**config.mk**
```make
export PLATFORM = sky130hd
export DESIGN_NAME = ulpi_rx_link
export DESIGN_NICKNAME = d
export VERILOG_FILES = /design/src/rtl/ulpi_rx_link.sv
export SDC_FILE = /design/constraint.sdc
export NUM_CORES = 1
export LEC_CHECK = 0
export BUFFER_PORTS_ARGS = -buffer_cell sky130_fd_sc_hd__buf_2
export CAP_MARGIN = 10
export CORE_MARGIN = 2
export CORE_UTILIZATION = 30
export CTS_CLUSTER_SIZE = 30
export DETAILED_ROUTE_END_ITERATION = 10
export PLACE_DENSITY = 0.51
export SKIP_CTS_REPAIR_TIMING = 1
export SLEW_MARGIN = 20
export SYNTH_ARGS = -nofsm -noshare
export SYNTH_HDL_FRONTEND = slang
export SYNTH_SLANG_ARGS = --single-unit
```
**constraint.sdc**
```tcl
create_clock -name clk -period 3.8 [get_ports clk]
set_input_delay 0.19 -clock clk [delete_from_list [all_inputs] [get_ports clk]]
set_output_delay 0.19 -clock clk [all_outputs]
set_load 0.01 [all_outputs]
```
**src/rtl/ulpi_rx_link.sv**
```systemverilog
// ULPI receive link on the oversampling system clock.
// Detects ulpi_clk rising edges, follows bus turnaround, captures RX CMD
// bytes and frames received data into packets buffered in a small FIFO.
//
// state     | meaning
// ----------+-----------------------------------------------
// IDLE      | link owns the bus, nothing being received
// TURN_UP   | PHY took the bus, turnaround cycle
// RX_CMD    | PHY owns the bus, between packets
// RX_DATA   | packet in progress, data bytes on nxt=1
// TURN_DOWN | PHY released the bus, turnaround back to link
module ulpi_rx_link #(
  parameter int         FIFO_DEPTH   = 16,
  parameter int         CNT_W        = 11,
  parameter logic [1:0] RXCMD_ACTIVE = 2'b01,
  parameter logic [1:0] RXCMD_ERROR  = 2'b11
) (
  input  logic             clk,
  input  logic             n_rst,
  input  logic             ulpi_clk,
  input  logic             dir,
  input  logic             nxt,
  input  logic [7:0]       data_in,
  input  logic             rx_ready,
  output logic [7:0]       rx_data,
  output logic             rx_valid,
  output logic [7:0]       rxcmd,
  output logic             rxcmd_update,
  output logic [1:0]       linestate,
  output logic             pkt_done,
  output logic [CNT_W-1:0] pkt_len,
  output logic [2:0]       pkt_status,
  output logic             busy
);

  localparam int AW = $clog2(FIFO_DEPTH);

  typedef enum logic [2:0] {
    IDLE,
    TURN_UP,
    RX_CMD,
    RX_DATA,
    TURN_DOWN
  } state_t;

  state_t           state;
  logic             uclk_s1;
  logic             uclk_s2;
  logic             dir_r;
  logic             nxt_r;
  logic [7:0]       data_r;
  logic             edge_e;
  logic [CNT_W-1:0] cnt;
  logic [CNT_W-1:0] cnt_inc;
  logic [2:0]       status;

  logic [7:0]       mem [FIFO_DEPTH];
  logic [AW:0]      wr_ptr;
  logic [AW:0]      rd_ptr;
  logic             fifo_empty;
  logic             fifo_full;
  logic             push_req;
  logic             push_ok;
  logic             drop;
  logic             pop;

  // Synchronise ulpi_clk and register the bus alongside it
  always_ff @(posedge clk or negedge n_rst) begin
    if (!n_rst) begin
      uclk_s1 <= 1'b0;
      uclk_s2 <= 1'b0;
      dir_r   <= 1'b0;
      nxt_r   <= 1'b0;
      data_r  <= 8'h00;
    end else begin
      uclk_s1 <= ulpi_clk;
      uclk_s2 <= uclk_s1;
      dir_r   <= dir;
      nxt_r   <= nxt;
      data_r  <= data_in;
    end
  end

  assign edge_e = uclk_s1 & ~uclk_s2;

  assign fifo_empty = (wr_ptr == rd_ptr);
  assign fifo_full  = (wr_ptr[AW] != rd_ptr[AW]) && (wr_ptr[AW-1:0] == rd_ptr[AW-1:0]);
  assign rx_valid   = ~fifo_empty;
  assign rx_data    = fifo_empty ? 8'h00 : mem[rd_ptr[AW-1:0]];
  assign pop        = rx_valid & rx_ready;

  // A data byte arrives whenever the PHY drives nxt while receiving; a byte in
  // RX_CMD with nxt=1 is the first byte of a packet that began without RxActive.
  assign push_req = edge_e & dir_r & nxt_r & ((state == RX_DATA) || (state == RX_CMD));
  // A pop in the same cycle frees the slot, so a full FIFO can still accept.
  assign push_ok  = push_req & (~fifo_full | pop);
  assign drop     = push_req & ~push_ok;

  assign cnt_inc   = (&cnt) ? cnt : cnt + CNT_W'(1);
  assign linestate = rxcmd[1:0];
  assign busy      = (state != IDLE);

  // Payload FIFO write/read pointers and storage
  always_ff @(posedge clk or negedge n_rst) begin
    if (!n_rst) begin
      wr_ptr <= '0;
      rd_ptr <= '0;
    end else begin
      if (push_ok) begin
        mem[wr_ptr[AW-1:0]] <= data_r;
        wr_ptr              <= wr_ptr + (AW+1)'(1);
      end
      if (pop) begin
        rd_ptr <= rd_ptr + (AW+1)'(1);
      end
    end
  end

  // Receive state machine, packet accounting and registered status outputs
  always_ff @(posedge clk or negedge n_rst) begin
    if (!n_rst) begin
      state        <= IDLE;
      cnt          <= '0;
      status       <= 3'b000;
      rxcmd        <= 8'h00;
      rxcmd_update <= 1'b0;
      pkt_done     <= 1'b0;
      pkt_len      <= '0;
      pkt_status   <= 3'b000;
    end else begin
      rxcmd_update <= 1'b0;
      pkt_done     <= 1'b0;
      if (edge_e) begin
        case (state)
          IDLE: begin
            if (dir_r) state <= TURN_UP;
          end
          TURN_UP: begin
            if (!dir_r) begin
              state <= IDLE;
            end else if (nxt_r) begin
              state  <= RX_DATA;
              cnt    <= '0;
              status <= 3'b000;
            end else begin
              state <= RX_CMD;
            end
          end
          RX_CMD: begin
            if (!dir_r) begin
              state <= TURN_DOWN;
            end else if (!nxt_r) begin
              rxcmd        <= data_r;
              rxcmd_update <= 1'b1;
              if (data_r[5:4] == RXCMD_ACTIVE) begin
                state  <= RX_DATA;
                cnt    <= '0;
                status <= 3'b000;
              end
            end else begin
              // Packet starts with this byte already on the wire
              state  <= RX_DATA;
              cnt    <= CNT_W'(1);
              status <= {drop, 2'b00};
            end
          end
          RX_DATA: begin
            if (!dir_r) begin
              state      <= TURN_DOWN;
              status     <= status | 3'b001;
              pkt_done   <= 1'b1;
              pkt_len    <= cnt;
              pkt_status <= status | 3'b001;
            end else if (nxt_r) begin
              cnt <= cnt_inc;
              if (drop) status[2] <= 1'b1;
            end else begin
              rxcmd        <= data_r;
              rxcmd_update <= 1'b1;
              if (data_r[5:4] == RXCMD_ERROR) begin
                status[1] <= 1'b1;
              end else if (data_r[5:4] != RXCMD_ACTIVE) begin
                state      <= RX_CMD;
                pkt_done   <= 1'b1;
                pkt_len    <= cnt;
                pkt_status <= status;
              end
            end
          end
          TURN_DOWN: begin
            state <= dir_r ? TURN_UP : IDLE;
          end
          default: state <= IDLE;
        endcase
      end
    end
  end

endmodule

```
==> summary.md, run 1 <==
| Metric | Value |
|---|---|
| Status | completed |
| WL/cell | between 15 and 20 um |
| Design area | 0.00913 sq mm |
| 1st-iter DRT viols | 305 |
| Max-cap viol count | 0 |
| EDFF count, synth | 128 |
| Count of input and output buffers | 49 |
| TritonCTS clock tree | done |
| Final clock skew | approximately 0.011 ns |
| Final period utilization | 78.1% |
| Setup crit end kind | output port |
| Final HPWL DP | 10.6 mm |
| Max Slew Vio Count | 0 |
| PwrDens | between 600 and 700 mW/mm^2 |
| Syn Area/Cell | between 15 and 20 sq um |
| Initial antenna violation count | 0 |
| Diodes inserted | 0 |
| Setup TNS | 0 ns |
| Clock transition at the registers of the reported paths | 0.07 ns |
| H-tree Lvls | 4 |
| CTS root buffer | clkbuf_16 |
| Initial Util | a little under a third |
| CP Max Fanout | 19 |
| CTS Buffer Depth | 2 |
| Relative slew slack | 31.0% |
| Die width | 166 um |
| Largest net degree at the start of global routing | 80 |
| Post-layout min period | just under 3 ns |
| Clk sink count | ~190 |
| DP Area | 0.00838 sq mm |
| Multi-input logic area | 0.00225 sq mm |
| Utilization after layout | 35.3% |
| Yosys warns | 0 |
| Leakage | 3.27 nW |
| Height of the die | 166 um |
| Fillcell total | 2,476 |
| Total gr overflow | 0 |
| Routed vias | 4,252 |
| CTS Buf Count | 17 |
| Cell Area, Synth | 0.00785 sq mm |
| Synth Instances | between 400 and 500 |
| Syn nets | approximately 480 |
| Vias in the first global route | 4,444 |
| Nets | 531 |
| Finish-stage setup viols | 0 |
| Share of layout cells above drive strength 1 | 30.2% |
| Post-Layout Cell Count | 859 |
| CP arrival | approximately 2.8 ns |
| #FFs+latches synth | 191 |
| Gpl congestion | around 0.76 |
| RSZ-0062 raised after global routing | no |
| Post-synth ARST share | 33.0% |
| Fmax | 0.337 GHz |
| Most used DFF post-synth | edfxtp_1 |
| First-pass GRT wire length | 26.2 mm |
| Detailed Route WL | 16.5 mm |
| DRC | 0 |
| Post-synthesis sequential area ratio | 69.1% |
| Dpl cells | ~820 |
| Clk Latency, worst-skew pair | 0.43 ns |
| Yosys cell types | 53 |
| Mux cell area share after synthesis | 12.8% |
| Critical Path RT | 3.61 ns |
| Tightest Pin Transition | ~1.0 ns |
| Synth Area in Compound Gates | under 10% |
| TritonRoute pass-1 iters | 4 |
| Post-Synth Simple-Gate Area | 7.03% |
| Min-Delay Path Class | in -> reg |
| GRT Total Usage | 12.5% |
| Crit Path Class | reg -> out |
| Full die area | 0.0275 sq mm |
| Layout area overhead | 16.3% |
| Kind of launch point of the worst setup path | flop |
| Via/cell ratio | ~5 |
| # IOs | 50 |
| Synth Area in Adders | 0.957% |
| Final hold violations | 0 |
| Peak supply drop | 0.000296 V |
| Area of the core | 0.0258 sq mm |
| Routed Antenna Nets | 0 |
| Largest family of logic cells by synthesized area | multiplexers |
| Reg area | 0.00542 sq mm |
| Xor and xnor area share after synthesis | 1.45% |
| Rows | 59 |
[worst max-delay path, cell delays in order (launching register included)]
cell     delay, ns
dfrtp_2       0.76
buf_4         0.48
mux4_2        0.55
a22oi_1       0.24
a21oi_1       0.14
buf_2         0.17
[stage by stage]
step / power (mW) / worst slack, ns / hold slack [ns]
finish: 5.78 / 0.831 / 0.161
global route: 6.07 / 0.563 / 0.182
CTS: 5.85 / 0.744 / -0.149
detailed placement: 4.02 / 1.21 / 0.299
global placement: 4.00 / 1.23 / 0.298
floorplan: 3.56 / 1.79 / -0.106
[final cells by class]
class,count,share of cell area [%]
inverters,11,0.452
flip-flops and latches,191,59.4
multi-input cells,227,24.6
clock inverters,15,2.07
well taps,335,4.59
clock buffers,17,4.66
repair buffers,63,4.20
[registers in the layout, summed over array words and instances, names as in the netlist, 3 cells and up]
signal	flops
status	3
pkt_len	11
wr_ptr	5
cnt	11
rd_ptr	5
mem	128
rxcmd	8
pkt_status	3
data_r	8
state	3
[metal layers]
metal  part of all wire [%]  track usage, %  vias up
met1                     47            17.2     2221
met2                     48            20.1       95
met4                   0.84            3.29        0
met5                      0               0        -
met3                    3.3            2.62       12
li1                       -               -     1924
[cell usage in the layout, fill, tap and decap left out, types with 8 or more instances in the layout]
cell type	n
edfxtp_1	128
dfrtp_1	62
buf_2	48
mux4_2	32
mux2_2	24
a21oi_1	23
clkbuf_16	17
a22oi_1	16
nand2_1	12
dlygate4sd3_1	12
inv_1	11
xor2_1	11
and4_1	10
o21ai_0	9
nor2_1	8
o31ai_1	8
[synthesized netlist by cell type (8+ instances only)]
library cell / number / share of area [%]
a21oi_1: 23 / 1.5
a22oi_1: 16 / 1.5
and4_1: 10 / 1.1
buf_2: 15 / 0.96
dfrtp_1: 63 / 20
edfxtp_1: 128 / 49
inv_1: 11 / 0.53
mux2_2: 24 / 3.4
mux4_2: 32 / 9.2
nand2_1: 12 / 0.57
nor2_1: 8 / 0.38
o21ai_0: 9 / 0.57
o31ai_1: 8 / 0.77
xor2_1: 11 / 1.2
[power by group]
part / leakage, nW / switching (mW) / internal [mW] / total [mW]
combinational: 1.02 / 0.747 / 0.662 / 1.41
sequential: 1.96 / 0.203 / 2.35 / 2.55
clock: 0.296 / 0.866 / 0.951 / 1.82
[worst paths after layout]
path,start,end,slack (ns),depth (start not counted)
worst max-delay path,rd_ptr[0],rx_data[3],0.83,5
worst min-delay path,rx_ready,rd_ptr[2],0.16,4
worst max register to register,uclk_s1,mem[3][4],1.31,4
worst min register to register,uclk_s1,uclk_s2,0.43,0
max in group asynchronous,n_rst,rd_ptr[0],2.69,2
min in group asynchronous,n_rst,rxcmd[3],0.44,2
[cells by family after synthesis]
family,count (synthesis)
flip-flops,191
buffers and inverters,39
AO/OA/AOI/OAI,71
AND/OR/NAND/NOR,80
multiplexers,57
adder cells (fa/ha/maj),6
XOR/XNOR,13
No activity file was read; power rests on OpenSTA's default activity.
==> inputs of run 2 (changes only) <==
--- a/config.mk
+++ b/config.mk
@@ -11,7 +11,7 @@
 export CORE_UTILIZATION = 30
 export CTS_CLUSTER_SIZE = 30
 export DETAILED_ROUTE_END_ITERATION = 10
-export PLACE_DENSITY = 0.51
+export PLACE_DENSITY = 0.53
 export SKIP_CTS_REPAIR_TIMING = 1
 export SLEW_MARGIN = 20
 export SYNTH_ARGS = -nofsm -noshare
==> constraint.sdc (replaced) <==
create_clock -name clk -period 2.7 [get_ports clk]
set_input_delay 0.135 -clock clk [delete_from_list [all_inputs] [get_ports clk]]
set_output_delay 0.135 -clock clk [all_outputs]
set_load 0.01 [all_outputs]
==> summary.md, run 2 (same netlist as run 1, synthesis figures left out) <==
| Metric | Value |
|---|---|
| Fmax | 0.399 GHz |
| Comb pwr share | 26.0% (was 24.4%) |
| Diodes inserted | 0 (unchanged) |
| Count of input and output buffers | 49 (unchanged) |
| Utilization after layout | 35.7% (was 35.3%) |
| Detailed Route WL | 17.6 mm (was 16.5 mm) |
| Clock transition at the registers of the reported paths | 0.07 ns (about the same) |
| Initial antenna violation count | 0 (unchanged) |
| Routed Antenna Nets | 0 (unchanged) |
| PwrDens | 888 mW/mm^2 (was 633 mW/mm^2) |
| Clk sink count | 191 (unchanged) |
| # IOs | 50 (unchanged) |
| Most frequent cells in the layout | edfxtp_1, dfrtp_1, buf_2, mux4_2, mux2_2 (unchanged) |
| WL/cell | 20.2 um (was 19.2 um) |
| DRC | 0 (unchanged) |
| Via/cell ratio | 4.98 (was 4.95) |
| Rows | 59 (unchanged) |
| Gpl congestion | 0.809 (was 0.757) |
| Critical Path RT | 2.57 ns (was 3.61 ns) |
| First-pass GRT wire length | 27.3 mm (was 26.2 mm) |
| Area of the core | 0.0258 sq mm (unchanged) |
| Final clock skew | 0.0235 ns (was 0.0108 ns) |
| CP arrival | 2.37 ns (was 2.78 ns) |
| Relative slew slack | 44.8% (was 31.0%) |
| DP Area | 0.00849 sq mm (was 0.00838 sq mm) |
| Routed vias | 4,340 (was 4,252) |
| Min-Delay Path Class | in -> reg (unchanged) |
| H-tree Lvls | 4 (unchanged) |
| Tightest Pin Transition | 0.826 ns (was 1.04 ns) |
| Layout area overhead | 17.6% (was 16.3%) |
| Post-Layout Cell Count | 871 (was 859) |
| CTS Buffer Depth | 2 (unchanged) |
| Full die area | 0.0275 sq mm (unchanged) |
| Leakage | 3.33 nW (was 3.27 nW) |
| Largest register FFs | 128 (unchanged) |
| TritonRoute pass-1 iters | 5 (was 4) |
| Die width | 166 um (unchanged) |
| Finish-stage setup viols | 0 (unchanged) |
| CTS root buffer | clkbuf_16 (unchanged) |
| Post-layout min period | around 2.5 ns |
| Final hold violations | 0 (unchanged) |
| Setup TNS | 0 ns (unchanged) |
| Final period utilization | 92.9% |
| Share of layout cells above drive strength 1 | 31.7% (was 30.2%) |
| Height of the die | 166 um (unchanged) |
| Clk Latency, worst-skew pair | 0.44 ns (was 0.43 ns) |
| Switching share of total power | 32.1% (was 31.4%) |
| Total gr overflow | 0 (unchanged) |
| Fin Hold WS | 0.109 ns (was 0.161 ns) |
| CTS Buf Count | 17 (unchanged) |
| Status | completed (unchanged) |
| Part of the power in the clock network | 31.0% (was 31.4%) |
| Design area | 0.00923 sq mm (was 0.00913 sq mm) |
| 1st-iter DRT viols | 251 (was 305) |
| RSZ-0062 raised after global routing | no (unchanged) |
| Net Sw Power | 2.63 mW (was 1.82 mW) |
| Largest net degree at the start of global routing | 54 (was 80) |
| GRT Total Usage | 13.2% (was 12.5%) |
| Max Slew Vio Count | 0 (unchanged) |
| Peak supply drop | 0.000487 V (was 0.000296 V) |
| Nets | 543 (was 531) |
| Final HPWL DP | 11.6 mm (was 10.6 mm) |
| Crit Path Class | reg -> out (unchanged) |
| Commonest non-fill, non-tap cell in the layout | edfxtp_1 (unchanged) |
| CP Max Fanout | 9 (was 19) |
| TritonCTS clock tree | done (unchanged) |
| Seq pwr share | 43.1% (was 44.2%) |
| Max-cap viol count | 0 (unchanged) |
| Initial Util | 30.4% (unchanged) |
| Setup crit end kind | output port (unchanged) |
| Int Pwr | 5.57 mW (was 3.96 mW) |
| Kind of launch point of the worst setup path | flop (unchanged) |
| Vias in the first global route | 4,463 (was 4,444) |
| Dpl cells | 827 (was 815) |
run 2: cell count changes in the layout (fill, tap and decap cells not counted), sizes merged:
cell	previous run	this run
bufinv	1	0
clkinv	6	8
buf	51	63
clkinvlp	1	0
run 2: power by group through the flow:
stage,sequential (mW),clock [mW],combinational (mW)
after floorplan,3.52,0,1.50
after CTS,3.54,2.60,2.14
after global routing,3.57,2.74,2.32
after detailed placement,3.60,0,2.14
after global placement,3.59,0,2.13
final,3.53,2.54,2.13
run 2: cell type report:
type	count	area [sq um]
clock inverter	15	201
sequential	191	5420
timing repair buffer	75	485
inverter	11	41.3
tap	335	419
multi-input combinational	227	2240
fill	2452	16600
clock buffer	17	425
run 2: stage by stage:
step | worst slack [ns] | power (mW)
floorplan | 0.692 | 5.02
global placement | 0.421 | 5.72
detailed placement | 0.387 | 5.74
CTS | 0.162 | 8.28
global route | 0.0248 | 8.62
finish | 0.192 | 8.20
run 2: final timing paths:
check / start / endpoint / slack (ns) / cells after the start
setup / recovery: rd_ptr[3] / rx_data[2] / 0.19 / 6
hold / removal: rx_ready / rd_ptr[2] / 0.11 / 4
setup reg to reg: state[1] / mem[15][0] / 0.32 / 4
hold reg to reg: uclk_s1 / uclk_s2 / 0.44 / 0
max in group asynchronous: n_rst / pkt_len[9] / 1.57 / 3
min in group asynchronous: n_rst / wr_ptr[2] / 0.16 / 2
run 2: critical path, cell delays in order, from the launching register on:
cell and delay [ns]:
dfrtp_1 0.46, xor2_1 0.22, nor4_4 0.36, buf_4 0.22, and2_1 0.38, a21oi_1 0.12
buf_2 0.17
run 2: per-layer routing:
| metal | wire (um) | track usage [%] | vias up | part of all wire [%] |
|---|---|---|---|---|
| met1 | 7890 | 18.1 | 2254 | 45 |
| met3 | 893 | 2.48 | 11 | 5.1 |
| li1 | - | - | 1941 | - |
| met2 | 8690 | 21.4 | 134 | 49 |
| met5 | 0 | 0 | - | 0 |
| met4 | 112 | 4.05 | 0 | 0.64 |
